`config.mk`:
```
export PLATFORM = sky130hd
export DESIGN_NAME = div_unit
export DESIGN_NICKNAME = d
export VERILOG_FILES = /design/src/rtl/div_unit.sv
export SDC_FILE = /design/constraint.sdc
export NUM_CORES = 2
export LEC_CHECK = 0
export ABC_AREA = 1
export ABC_CLOCK_PERIOD_IN_PS = 15400
export BUFFER_PORTS_ARGS = -buffer_cell sky130_fd_sc_hd__buf_4
export CORE_AREA = 10 10 344 346
export CTS_CLUSTER_SIZE = 25
export DETAILED_ROUTE_END_ITERATION = 6
export DIE_AREA = 0 0 354 356
export PLACE_DENSITY = 0.49
export SYNTH_ARGS = -nofsm -noshare
export SYNTH_HDL_FRONTEND = slang
export SYNTH_SLANG_ARGS = --single-unit
export TNS_END_PERCENT = 10
```
`constraint.sdc`:
```
create_clock -name clk -period 15.4 [get_ports clk]
set_clock_uncertainty 0.2 [all_clocks]
set_input_delay 1.54 -clock clk [delete_from_list [all_inputs] [get_ports clk]]
set_output_delay 1.54 -clock clk [all_outputs]
set_load 0.02 [all_outputs]
```
`src/rtl/div_unit.sv`:
```
// Iterative restoring divider for the EX stage: one quotient bit per cycle,
// valid/ready on both sides, alu-compatible sel encoding for div/rem ops.
module div_unit #(
  parameter int unsigned N = 64
) (
  input  logic         clk,
  input  logic         rst,
  input  logic         flush,
  input  logic         in_valid,
  output logic         in_ready,
  input  logic [N-1:0] A,
  input  logic [N-1:0] B,
  input  logic [4:0]   sel,
  output logic         out_valid,
  input  logic         out_ready,
  output logic [N-1:0] res,
  output logic         busy
);

  localparam int unsigned CW = $clog2(N);

  typedef enum logic [1:0] {IDLE, CALC, DONE} state_t;

  state_t         state, nstate;
  logic           prep;
  logic [CW-1:0]  cnt;
  logic [N-1:0]   a_q, b_q;
  logic [4:0]     sel_q;
  logic [N-1:0]   rq, qq, dv;
  logic           neg_q, neg_r;
  logic [N-1:0]   res_q;

  // op decode of the latched sel
  logic op_ok, word, sgn, is_rem;

  // decode sel into op attributes; unsupported codes clear op_ok
  always_comb begin
    op_ok  = 1'b1;
    word   = 1'b0;
    sgn    = 1'b0;
    is_rem = 1'b0;
    case (sel_q)
      5'd3:    sgn = 1'b1;
      5'd4:    ;
      5'd5:    begin sgn = 1'b1; is_rem = 1'b1; end
      5'd6:    is_rem = 1'b1;
      5'd25:   begin word = 1'b1; sgn = 1'b1; end
      5'd26:   word = 1'b1;
      5'd27:   begin word = 1'b1; sgn = 1'b1; is_rem = 1'b1; end
      5'd28:   begin word = 1'b1; is_rem = 1'b1; end
      default: op_ok = 1'b0;
    endcase
  end

  // operand prep: width extension, magnitudes, signs, divide-by-zero result
  logic [N-1:0] a_ext, b_ext, a_mag, b_mag, q_init, zero_res;
  logic         sa, sb, b_zero;

  always_comb begin
    if (word) begin
      a_ext = sgn ? {{(N-32){a_q[31]}}, a_q[31:0]} : {{(N-32){1'b0}}, a_q[31:0]};
      b_ext = sgn ? {{(N-32){b_q[31]}}, b_q[31:0]} : {{(N-32){1'b0}}, b_q[31:0]};
    end else begin
      a_ext = a_q;
      b_ext = b_q;
    end
    sa     = sgn & a_ext[N-1];
    sb     = sgn & b_ext[N-1];
    a_mag  = sa ? (~a_ext + 1'b1) : a_ext;
    b_mag  = sb ? (~b_ext + 1'b1) : b_ext;
    b_zero = (b_ext == '0);
    // W dividends sit in the top half so 32 shifts bring the quotient to the low half
    q_init = word ? {a_mag[31:0], {(N-32){1'b0}}} : a_mag;
    if (!is_rem)
      zero_res = '1;
    else if (word)
      zero_res = {{(N-32){a_q[31]}}, a_q[31:0]};
    else
      zero_res = a_q;
  end

  // one restoring step plus sign fixup of the step's outcome
  logic [N:0]   shifted;
  logic         take;
  logic [N-1:0] r_nx, q_nx, qf, rf, pick, fix_res;

  always_comb begin
    shifted = {rq, qq[N-1]};
    take    = (shifted >= {1'b0, dv});
    r_nx    = take ? N'(shifted - {1'b0, dv}) : shifted[N-1:0];
    q_nx    = {qq[N-2:0], take};
    qf      = neg_q ? (~q_nx + 1'b1) : q_nx;
    rf      = neg_r ? (~r_nx + 1'b1) : r_nx;
    pick    = is_rem ? rf : qf;
    fix_res = word ? {{(N-32){pick[31]}}, pick[31:0]} : pick;
  end

  // state register
  always_ff @(posedge clk or posedge rst) begin
    if (rst) state <= IDLE;
    else     state <= nstate;
  end

  // next-state logic; flush overrides every other transition
  always_comb begin
    nstate = state;
    case (state)
      IDLE: if (in_valid) nstate = CALC;
      CALC: begin
        if (prep) begin
          if (!op_ok || b_zero) nstate = DONE;
        end else if (cnt == '0) begin
          nstate = DONE;
        end
      end
      DONE: if (out_ready) nstate = IDLE;
      default: nstate = IDLE;
    endcase
    if (flush) nstate = IDLE;
  end

  // datapath: latch operands, prep cycle, then K shift/subtract steps
  always_ff @(posedge clk or posedge rst) begin
    if (rst) begin
      prep  <= 1'b0;
      cnt   <= '0;
      a_q   <= '0;
      b_q   <= '0;
      sel_q <= '0;
      rq    <= '0;
      qq    <= '0;
      dv    <= '0;
      neg_q <= 1'b0;
      neg_r <= 1'b0;
      res_q <= '0;
    end else if (state == IDLE) begin
      if (in_valid && !flush) begin
        a_q   <= A;
        b_q   <= B;
        sel_q <= sel;
        prep  <= 1'b1;
      end
    end else if (state == CALC) begin
      if (prep) begin
        prep <= 1'b0;
        if (!op_ok) begin
          res_q <= '0;
        end else if (b_zero) begin
          res_q <= zero_res;
        end else begin
          rq    <= '0;
          qq    <= q_init;
          dv    <= b_mag;
          cnt   <= word ? CW'(31) : CW'(N-1);
          neg_q <= sa ^ sb;
          neg_r <= sa;
        end
      end else begin
        rq <= r_nx;
        qq <= q_nx;
        if (cnt == '0) res_q <= fix_res;
        else           cnt   <= cnt - 1'b1;
      end
    end
  end

  // handshake outputs; res only shows the result while in DONE
  always_comb begin
    in_ready  = (state == IDLE);
    out_valid = (state == DONE);
    busy      = (state != IDLE);
    res       = (state == DONE) ? res_q : '0;
  end

endmodule

```
==> qor.csv <==
metric,value,unit
relative slew slack,33.2,%
initial antenna violation count,0,
most frequent standard cell in the layout excluding fill and tap cells,sky130_fd_sc_hd__nand2_1,
Final #Nets,5649,
Hold Path Class,register to register,
average footprint of a synthesized cell,6.20,µm²
most frequent cells in the layout,"sky130_fd_sc_hd__nand2_1, sky130_fd_sc_hd__inv_1, sky130_fd_sc_hd__nor2_1, sky130_fd_sc_hd__dfrtp_1, sky130_fd_sc_hd__nand3_1",
register bit count reported by yosys,400,
post-synthesis instance area,33200,µm²
router iterations before antenna repair,6,
transition time at the pin with the least slew margin,1.00,ns
post-synthesis net count,5561,
clock latency on the worst-skew pair,0.63,ns
sequential cell area fraction in the yosys report,30.2,%
antenna-violating nets left,0,
Mapped Cells,5352,
asr flop ratio synth,100,%
number of design-rule violations left by the first detailed-router iteration,3533,
setup fix buffers added after clock tree synthesis,0,
ratio of cells with drive above 1 in the final layout,9.67,%
maximum number of pins on one net before global-route repair,94,
die span in x,354,µm
final standard cell area without fillers,37700,µm²
Clock transition at path regs,0.06,ns
max-cap viol count,0,
synth unique cells,56,
die area,126000,µm²
number of global-route vias before repair,33300,
Clock Tree Buf Depth,3,
fin. max-slew vios,0,
final-report hold violation count,0,
Resize count post-CTS,0,
wire length of the first global-routing pass,213,mm
outcome,"complete, no violations",
die height,356,µm
Yosys warnings,0,
number of vias after detailed routing,34800,
ports placed on the boundary,205,
port bufs,204,
number of DRC violations after detailed routing,0,
Clock Sink Count,400,
via count normalized by instance count,4.99,
initial core utilization,29.7,%
DP HPWL,114,mm
Setup-failing EPs final,0,
weighted congestion at the end of routability-driven global placement,0.973,
achievable clock frequency,0.153,GHz
required time at the worst-slack endpoint,15.65,ns
overall routed net length,142,mm
number of buffers inserted during clock tree synthesis,50,
Layout area overhead,13.5,%
Tcrit/Tclk final,42.4,%
critical path peak fanout,67,
CTS H-tree lvls,2,
RSZ-0062 raised after global routing,false,
most used flip-flop cell after synthesis,sky130_fd_sc_hd__dfrtp_1,
Area after DPL,36000,µm²
Fin Hold WS,0.288,ns
category of the worst setup path launch point,register,
time the worst path needs with I/O delays and setup,6.53,ns
TritonCTS clock tree,built,
clk root buf,sky130_fd_sc_hd__clkbuf_16,
detailed-route wire length per cell,20.3,µm
kind of end point of the critical path,register,
CTS Hold Bufs,0,
"EDFF count, synth",0,
Cell Rows,123,
GR Util All Layers,21.8,%
post-route setup TNS,0,ns
total overflow reported by the global router,0,
classification of the worst setup path,register to register,
area of the core,112000,µm²
data arrival at the endpoint of the critical path,6.78,ns
==> worst paths after layout <==
kind | startpoint | to | slack (ns) | cells past startpoint
max reg2reg | sel_q[1]$_DFFE_PP0P_ | dv[41]$_DFFE_PP0P_ | 8.87 | 18
min in group asynchronous | rst | b_q[17]$_DFFE_PP0P_ | 0.81 | 2
max in group asynchronous | rst | res_q[30]$_DFFE_PP0P_ | 11.93 | 4
min | dv[60]$_DFFE_PP0P_ | dv[60]$_DFFE_PP0P_ | 0.29 | 2
min reg2reg | dv[60]$_DFFE_PP0P_ | dv[60]$_DFFE_PP0P_ | 0.29 | 2
max | sel_q[1]$_DFFE_PP0P_ | dv[41]$_DFFE_PP0P_ | 8.87 | 18
==> critical path, stage by stage, from the launching register on <==
cell,delay (ns)
sky130_fd_sc_hd__dfrtp_1,0.40
sky130_fd_sc_hd__nor2_1,0.18
sky130_fd_sc_hd__nand4_1,0.15
sky130_fd_sc_hd__nand3_2,0.10
sky130_fd_sc_hd__buf_4,0.35
sky130_fd_sc_hd__clkinv_2,0.48
sky130_fd_sc_hd__a21oi_1,0.45
sky130_fd_sc_hd__nand2_1,0.13
sky130_fd_sc_hd__nor2_1,0.16
sky130_fd_sc_hd__nand4_1,0.20
sky130_fd_sc_hd__nor2_2,0.27
sky130_fd_sc_hd__nand3_1,0.15
sky130_fd_sc_hd__nand2_2,0.10
sky130_fd_sc_hd__buf_4,0.60
sky130_fd_sc_hd__clkinv_2,1.00
sky130_fd_sc_hd__nand2_2,0.46
sky130_fd_sc_hd__nor2_4,0.06
sky130_fd_sc_hd__inv_2,0.62
sky130_fd_sc_hd__o21ai_0,0.23
==> cell families after synthesis <==
logic type / synth area share [%]
simple gates: 36.2
fa+ha+maj: 2.70
buf+inv: 12.1
compound gates: 12.7
mux: 2.37
flops: 30.2
xor+xnor: 3.72
==> per-layer routing <==
layer / global-route usage [%] / routed length, µm / vias to the layer above
met1: 31.2 / 67100 / 16400
li1: - / - / 17100
met5: 0 / 0 / -
met2: 33.9 / 61700 / 1120
met4: 5.39 / 3520 / 0
met3: 3.35 / 9720 / 148
==> per-stage QoR <==
stage               util (%)  cells  setup slack (ns)
floorplan                  -   5352              2.54
global placement        32.3   6888              8.87
detailed placement      32.3   6888              8.87
CTS                     33.8   6980              8.83
global route            33.8   6980              8.18
finish                  33.8   6981              8.87
==> layout make-up <==
type | count | area [µm²]
repair buffers | 243 | 1820
diodes | 1 | 2.50
well taps | 1500 | 1880
clock buffers | 77 | 1520
flip-flops and latches | 400 | 10000
inverters | 823 | 3100
fillers | 12500 | 73900
multi-input cells | 3922 | 19200
clock inverters | 15 | 136
==> cells in the mapped netlist (22+ instances only) <==
| cell type | n | share of area [%] |
|---|---|---|
| sky130_fd_sc_hd__buf_2 | 50 | 0.75 |
| sky130_fd_sc_hd__ha_1 | 70 | 2.6 |
| sky130_fd_sc_hd__xor2_1 | 119 | 3.1 |
| sky130_fd_sc_hd__a21oi_1 | 259 | 3.9 |
| sky130_fd_sc_hd__dfrtp_1 | 400 | 30 |
| sky130_fd_sc_hd__o221ai_1 | 45 | 1.2 |
| sky130_fd_sc_hd__inv_1 | 791 | 8.9 |
| sky130_fd_sc_hd__clkbuf_1 | 128 | 1.4 |
| sky130_fd_sc_hd__nand2_1 | 1633 | 18 |
| sky130_fd_sc_hd__xnor2_1 | 22 | 0.58 |
| sky130_fd_sc_hd__nor3_1 | 71 | 1.1 |
| sky130_fd_sc_hd__nand4_1 | 58 | 1.1 |
| sky130_fd_sc_hd__nor2_1 | 633 | 7.2 |
| sky130_fd_sc_hd__o21ai_0 | 299 | 4.5 |
| sky130_fd_sc_hd__inv_2 | 31 | 0.35 |
| sky130_fd_sc_hd__o21ai_1 | 24 | 0.36 |
| sky130_fd_sc_hd__nand3b_1 | 32 | 0.72 |
| sky130_fd_sc_hd__a31oi_1 | 34 | 0.64 |
| sky130_fd_sc_hd__o211ai_1 | 22 | 0.50 |
| sky130_fd_sc_hd__nor2_2 | 26 | 0.49 |
| sky130_fd_sc_hd__mux2_2 | 70 | 2.4 |
| sky130_fd_sc_hd__nand3_1 | 353 | 5.3 |
==> registers in the layout (all words and copies together) (netlist names) <==
register / cells
a_q: 64
b_q: 64
dv: 64
qq: 64
res_q: 64
rq: 64
cnt: 6
sel_q: 5
state: 2
neg_q: 1
neg_r: 1
prep: 1
Power is not shown: default switching activity piles up to over one toggle a cycle in this logic, so the estimate is an artifact.
